## config.mk

```make
export PLATFORM = sky130hd
export DESIGN_NAME = alu_reservation_station
export DESIGN_NICKNAME = d
export VERILOG_FILES = /design/src/rtl/alu_reservation_station_pkg.sv /design/src/rtl/rs_src_capture.sv /design/src/rtl/alu_reservation_station.sv
export SDC_FILE = /design/constraint.sdc
export NUM_CORES = 2
export LEC_CHECK = 0
export BUFFER_PORTS_ARGS = -buffer_cell sky130_fd_sc_hd__buf_2
export CAP_MARGIN = 20
export CORE_ASPECT_RATIO = 0.9
export CORE_MARGIN = 10
export CORE_UTILIZATION = 45
export DETAILED_ROUTE_END_ITERATION = 16
export PLACE_DENSITY_LB_ADDON = 0.08
export SLEW_MARGIN = 20
export SYNTH_ARGS = -nofsm -noshare
export SYNTH_HDL_FRONTEND = slang
export SYNTH_HIERARCHICAL = 1
export SYNTH_SLANG_ARGS = --single-unit
```

## constraint.sdc

```tcl
create_clock -name clk -period 3.6 [get_ports clk]
set_input_delay 0.54 -clock clk [delete_from_list [all_inputs] [get_ports clk]]
set_output_delay 0.54 -clock clk [all_outputs]
set_load 0.01 [all_outputs]
```

## src/rtl/alu_reservation_station_pkg.sv

```systemverilog
// Shared types for the ALU reservation station: ROB tags, operand slots, queue entries.
package alu_reservation_station_pkg;

  localparam int RS_DEPTH = 4;
  localparam int RS_TAG_W = 4;

  typedef logic [RS_TAG_W-1:0] RobTag;
  typedef logic [63:0]         MemoryWord;

  typedef struct packed {
    logic [3:0] aluop;
    logic       usign;
  } control_bits;

  typedef struct packed {
    logic      rdy;
    RobTag     tag;
    MemoryWord val;
  } rs_src_t;

  typedef struct packed {
    logic        valid;
    control_bits ctrl;
    RobTag       tag;
    rs_src_t     a;
    rs_src_t     b;
  } rs_entry_t;

endpackage

```

## src/rtl/rs_src_capture.sv

```systemverilog
// One operand's CDB snoop: a waiting operand whose producer tag is broadcast captures the value.
// Purely combinational; an operand that is already ready is never overwritten.
module rs_src_capture
  import alu_reservation_station_pkg::*;
(
  input  rs_src_t   src,
  input  logic      cdb_valid,
  input  RobTag     cdb_tag,
  input  MemoryWord cdb_value,
  output rs_src_t   src_out
);

  always_comb begin
    src_out = src;
    if (!src.rdy && cdb_valid && (cdb_tag == src.tag)) begin
      src_out.rdy = 1'b1;
      src_out.val = cdb_value;
    end
  end

endmodule

```

## src/rtl/alu_reservation_station.sv

```systemverilog
// Collapsing age-ordered reservation station feeding the ALU through a registered issue stage.
// Ready-at-dispatch ops issue two edges later; a stalled issue stage holds its op and the queue.
module alu_reservation_station
  import alu_reservation_station_pkg::*;
#(
  parameter int DEPTH = RS_DEPTH,
  parameter int TAG_W = RS_TAG_W
) (
  input  logic                       clk,
  input  logic                       rst_n,
  input  logic                       flush,
  input  logic                       disp_valid,
  output logic                       disp_ready,
  input  control_bits                disp_ctrl,
  input  logic [TAG_W-1:0]           disp_tag,
  input  logic                       disp_a_rdy,
  input  logic [TAG_W-1:0]           disp_a_tag,
  input  logic [63:0]                disp_a_val,
  input  logic                       disp_b_rdy,
  input  logic [TAG_W-1:0]           disp_b_tag,
  input  logic [63:0]                disp_b_val,
  input  logic                       cdb_valid,
  input  logic [TAG_W-1:0]           cdb_tag,
  input  logic [63:0]                cdb_value,
  output logic                       iss_valid,
  input  logic                       iss_ready,
  output control_bits                iss_ctrl,
  output logic [TAG_W-1:0]           iss_tag,
  output logic [63:0]                iss_a,
  output logic [63:0]                iss_b,
  output logic [$clog2(DEPTH+1)-1:0] occupancy
);

  localparam int OCC_W = $clog2(DEPTH+1);

  rs_entry_t        q     [DEPTH];
  rs_entry_t        q_ext [DEPTH+1];
  rs_entry_t        q_nxt [DEPTH];
  rs_src_t          wk_a  [DEPTH];
  rs_src_t          wk_b  [DEPTH];
  rs_entry_t        disp_entry;
  rs_src_t          disp_a_src, disp_b_src;
  logic [OCC_W-1:0] occ, occ_nxt, wr_idx, sel_idx;
  logic             sel_found, load, take, disp_fire;
  control_bits      sel_ctrl;
  RobTag            sel_tag;
  MemoryWord        sel_a, sel_b;

  assign occupancy  = occ;
  assign disp_ready = (occ < OCC_W'(DEPTH));
  assign disp_fire  = disp_valid && disp_ready;
  assign load       = !iss_valid || iss_ready;
  assign take       = load && sel_found;
  assign wr_idx     = occ - OCC_W'(take);
  assign occ_nxt    = occ + OCC_W'(disp_fire) - OCC_W'(take);

  for (genvar i = 0; i < DEPTH; i++) begin : g_wake
    rs_src_capture u_cap_a (.src(q[i].a), .cdb_valid(cdb_valid), .cdb_tag(cdb_tag),
                            .cdb_value(cdb_value), .src_out(wk_a[i]));
    rs_src_capture u_cap_b (.src(q[i].b), .cdb_valid(cdb_valid), .cdb_tag(cdb_tag),
                            .cdb_value(cdb_value), .src_out(wk_b[i]));
  end

  // Same-cycle CDB bypass so a dispatching op never misses its producer's broadcast.
  rs_src_capture u_disp_a (.src('{rdy: disp_a_rdy, tag: disp_a_tag, val: disp_a_val}),
                           .cdb_valid(cdb_valid), .cdb_tag(cdb_tag), .cdb_value(cdb_value),
                           .src_out(disp_a_src));
  rs_src_capture u_disp_b (.src('{rdy: disp_b_rdy, tag: disp_b_tag, val: disp_b_val}),
                           .cdb_valid(cdb_valid), .cdb_tag(cdb_tag), .cdb_value(cdb_value),
                           .src_out(disp_b_src));

  always_comb begin
    disp_entry       = '0;
    disp_entry.valid = 1'b1;
    disp_entry.ctrl  = disp_ctrl;
    disp_entry.tag   = disp_tag;
    disp_entry.a     = disp_a_src;
    disp_entry.b     = disp_b_src;
  end

  // Oldest-first select on registered ready bits: scan downward so the lowest slot wins.
  always_comb begin
    sel_found = 1'b0;
    sel_idx   = '0;
    sel_ctrl  = '0;
    sel_tag   = '0;
    sel_a     = '0;
    sel_b     = '0;
    for (int i = DEPTH - 1; i >= 0; i--) begin
      if (q[i].valid && q[i].a.rdy && q[i].b.rdy) begin
        sel_found = 1'b1;
        sel_idx   = OCC_W'(i);
        sel_ctrl  = q[i].ctrl;
        sel_tag   = q[i].tag;
        sel_a     = q[i].a.val;
        sel_b     = q[i].b.val;
      end
    end
  end

  always_comb begin
    for (int i = 0; i <= DEPTH; i++) q_ext[i] = '0;
    for (int i = 0; i < DEPTH; i++) begin
      q_ext[i]   = q[i];
      q_ext[i].a = wk_a[i];
      q_ext[i].b = wk_b[i];
    end
    for (int i = 0; i < DEPTH; i++) begin
      q_nxt[i] = (take && (OCC_W'(i) >= sel_idx)) ? q_ext[i+1] : q_ext[i];
      if (disp_fire && (OCC_W'(i) == wr_idx)) q_nxt[i] = disp_entry;
    end
  end

  always_ff @(posedge clk) begin
    if (!rst_n) begin
      for (int i = 0; i < DEPTH; i++) q[i] <= '0;
      occ       <= '0;
      iss_valid <= 1'b0;
      iss_ctrl  <= '0;
      iss_tag   <= '0;
      iss_a     <= '0;
      iss_b     <= '0;
    end else if (flush) begin
      for (int i = 0; i < DEPTH; i++) q[i] <= '0;
      occ       <= '0;
      iss_valid <= 1'b0;
    end else begin
      for (int i = 0; i < DEPTH; i++) q[i] <= q_nxt[i];
      occ <= occ_nxt;
      if (load) begin
        iss_valid <= sel_found;
        if (sel_found) begin
          iss_ctrl <= sel_ctrl;
          iss_tag  <= sel_tag;
          iss_a    <= sel_a;
          iss_b    <= sel_b;
        end
      end
    end
  end

endmodule

```

Yosys cells after proc, flatten, opt, wreduce, memory -nomap -nowiden
Memory sizes are Yosys's and may differ from the RTL's. Cells that the tools add are included.

Flip-flop bits (word level): 141. Bits in writable memories: 592. Input port bits: 221. Output and inout port bits: 142. Word-level logic and storage cells: 159. Memories: 1.

Memory list: q (words 4, bits a word 148, rd ports 4, clocked after memory_dff 0, wr ports 4, RTL line alu_reservation_station.sv:36) `rs_entry_t q [DEPTH];`.

Add/subtract/negate cells: 3. Order comparisons: 5. Equal/unequal tests: 13. Muxes and demuxes: 67. Bitwise operators: 10. Reductions and logical operators: 53.

Operators with widths (number): $mux 148 (16); $mux 64 (18); $eq 4x4->1 (10); $logic_and 1x1->1 (38); $mux 1 (21); $mux 5 (4); $mux 4 (4); $logic_not 1->1 (11); $mux 3 (3); $or 1x1->1 (8); $eq 2x3->1 const A (2); $ge 1x3->1 const A (2); $ge 2x3->1 const A (2); $sub 3x1->3 (2); $add 3x1->3 (1); $eq 1x3->1 const A (1); $logic_not 3->1 (1); $lt 3x3->1 const B (1); $reduce_and 3->1 (1); $mux 2 (1); $not 1->1 (2); $reduce_or 2->1 (1); $logic_or 1x1->1 (1).

Longest topological paths before layout
An unclocked memory read counts as a cell.

Depth after elaboration: 13. Gate-level depth with buffers: 12. Depth with buffers taken out: 10.

Cells and area by module
Netlist, hierarchy kept.

Modules (own cells, without submodules): alu_reservation_station (instances 1, cells each 3324, area an instance 34830.9 um^2, sequential area each 19118.3 um^2); rs_src_capture (instances 10, cells each 82, area an instance 1058.5 um^2, sequential area each 0.0 um^2).

Least setup slack after synthesis
OpenSTA, ideal clock, no wires.

Path type: in2reg. Start point: input port iss_ready. End point: memory q[0][138] (netlist bit), enable pin. Setup time: 0.352 ns. Data arrival time: 2.717 ns. Required time: 3.248 ns. Slack: 0.530 ns. Stages on the path: 10. Buffers on the path: 2. Cell sequence: nor2b_1 -> a41o_1 -> inv_1 -> ha_1 -> ha_1 -> and4bb_1 -> nand2_1 -> buf_2 -> buf_1 -> nand3_1.

RTL lines: start: declaration (RTL line alu_reservation_station.sv:26) `input logic iss_ready,`; end: declaration (RTL line alu_reservation_station.sv:36).

==> out/metrics.yaml <==
status:
  run_status: "finished, final reports clean"
yosys:
  synth_warnings: 6
  yosys.cell_types.count: 44
  syn_area_sq_mm: 0.04542
  synth_top_area_frac: 0.2936
  async_reset_ff_frac: 0
  synth_edf_count: 444
  yosysMostFrequentCell: "mux2_4"
  yosys-top-cells-count: "490 x mux2_4, 444 x edfxtp_1, 434 x nand2_1, 427 x nand3_1, 289 x dfxtp_1"
  synthTopCellsByArea: "edfxtp_1 29%, mux2_4 16%, dfxtp_1 13%"
  ys_ff_latch: 733
  synthFlopType: "edfxtp_1"
  synth.avg_cell_area_sq_um: 10.96
  synth_largest_area_cell: "edfxtp_1"
  ys_seq_area_frac: 0.4210
  syn_inst: 4144
clock_tree:
  ctsRootBufferMaster: "clkbuf_16"
  postCtsHoldBufs: 0
  htree_levels: 3
  postCtsResizedCells: 0
  cts_setup_buffers: 0
  cts_buffer_depth: 3
  cts_made_buffers: 86
  cts_sinks: 733
  clk_pin_slew_worst_paths_ns: 0.06
  cts_tree: "yes"
  clk_latency_ns: 0.65
detailed_routing:
  ant_nets: 0
  routedWlPerCell_um: 28.13
  drcViolationCount: 0
  drtPass1Iterations: 7
  drt_iter0_drc: 3946
  vias: 37618
  wl_um: 169700
  vias_per_cell: 6.235
floorplanning:
  die_w_um: 354.9
  fp.dieArea_sq_mm: 0.1141
  start_util: 0.4539
  std_cell_rows: 110
  core-area_sq_mm: 0.1001
  io-pin-count: 363
  die_h_um: 321.4
worst_setup_path:
  crit_arrival_ns: 3.61
  worst-r2r-cell-count: 5
  critPathRequiredTime_ns: 3.90
  cp-end-kind: "register"
  critPathKind: "register to register"
  crit_fanout: 138
  critPathLaunchType: "register"
cells_and_area:
  fin_cells: 6033
  fillCellCount: 9122
  layout-drive-gt1-share: 0.2653
  area_delta_synth_final_pct: 15.29
  nets: 4841
  stdcell_area_sq_mm: 0.05236
placement:
  pre_cts_slack_ns: 0.1697
  io_buffers: 362
  place_inst: 5871
  gp_congestion: 0.7797
  dp_hpwl_um: 94040
  place_area_sq_mm: 0.04957
timing:
  maxSlewHeadroom: 0.2431
  worst_pin_slew_ns: 1.135
  fin_crit_ns: 3.314
  fin_crit_sh: 0.9205
  setup_ws_ns: 0.2862
  setup_viol: 0
  tns_ns: 0
  hold_viol: 0
  skew_ns: 0.01921
  max_freq_ghz: 0.3018
  slew_viol_final: 0
  rsz0062_at_grt: "no"
global_routing:
  grt_first_pass_wirelength_um: 251600
  antenna_found_initial: 9
  grt_max_degree: 143
  overflow: 0
  grt_pass1_vias: 37741
  grt_use_total: 0.2848
worst_hold_path:
  whs_path_depth: 3
  hold_class: "input pin to register"
power_and_ir_drop:
  power_density_mw_per_mm2: 408.3
  peakVddDrop_v: 0.0003393
  leakage_nw: 21.48
flow_run:
  cap_violations: 0
routing by layer:
metal	vias to the layer above	GRT usage	share of wire
met2	1762	0.4591	0.46
met1	18875	0.3887	0.43
met3	275	0.04968	0.082
met5	-	0	0.00029
met4	8	0.08195	0.026
li1	16698	-	-
area by class of cell:
type                       count  area (sq um)  share of cell area
multi-input combinational   3330         25440              0.4859
clock inverter                27         275.3            0.005257
inverter                       7         26.28           0.0005018
timing repair buffer         457          3301             0.06304
tap                         1344          1682             0.03212
sequential                   733         19120              0.3651
antenna                        3         7.507           0.0001434
clock buffer                 132          2509             0.04791
flip-flops by register name, summed over array words and instances (netlist names):
signal	count
iss_valid	1
iss_ctrl	5
iss_b	64
iss_tag	4
q	592
iss_a	64
occupancy	3
worst max-delay path, stage by stage (launching register included):
cell and delay [ns]:
edfxtp_1 0.42, nand3_1 0.22, a41o_4 0.25, buf_12 0.71, and3_4 0.87, inv_1 0.45
cell families after synthesis:
family	synth area share
AOI/OAI and AO/OA	0.1773
muxes	0.2296
and+or+nand+nor	0.1059
xor gates and xnor gates	0.008100
adders and majority gates	0.001543
DFF	0.4210
buffers and inverters	0.05656
other	0.00008257
path summary, 6_finish.rpt:
| kind | startpoint | end | slack [ns] |
|---|---|---|---|
| hold reg to reg | iss_a[44]$_SDFFE_PN0P_ | iss_a[44]$_SDFFE_PN0P_ | 0.49 |
| hold / removal | disp_b_tag[0] | q[2][64]$_SDFFE_PP0P_ | 0.17 |
| setup reg to reg | q[3][147]$_SDFFCE_PN0P_ | q[3][145]$_SDFFCE_PN0P_ | 0.29 |
| setup / recovery | q[3][147]$_SDFFCE_PN0P_ | q[3][145]$_SDFFCE_PN0P_ | 0.29 |
metrics by stage:
| step | power [mW] | hold WS, ns | utilization |
|---|---|---|---|
| 2_1_floorplan | 11.59 | 0.4598 | - |
| 3_3_place_gp | 12.58 | 0.4744 | 0.4954 |
| 3_5_place_dp | 12.60 | 0.4804 | 0.4954 |
| 4_1_cts | 21.44 | 0.1304 | 0.5232 |
| 5_1_grt | 22.05 | 0.1828 | 0.5232 |
| 6_report | 21.38 | 0.1714 | 0.5233 |
layout by cell type, fill, tap and decap left out, types with 137 or more instances in the layout:
cell and instances:
o31ai_1 137, a221oi_1 137, nand3_1 427, edfxtp_1 444, nand2_1 428, o2bb2ai_1 138, mux2_2 150, o22ai_1 137
dfxtp_1 289, a22o_1 138, conb_1 414, mux2_4 490, a311oi_1 138, o211ai_1 137, mux2i_1 138, nor2_1 150
buf_2 360
report_power, final:
part | leakage (nW) | total (mW) | switching [mW] | internal, mW
logic | 13.2 | 2.97 | 1.81 | 1.16
clock network | 1.36 | 8.87 | 3.72 | 5.15
registers | 6.93 | 9.53 | 0.210 | 9.32
Power figures use the tool's default switching activity.
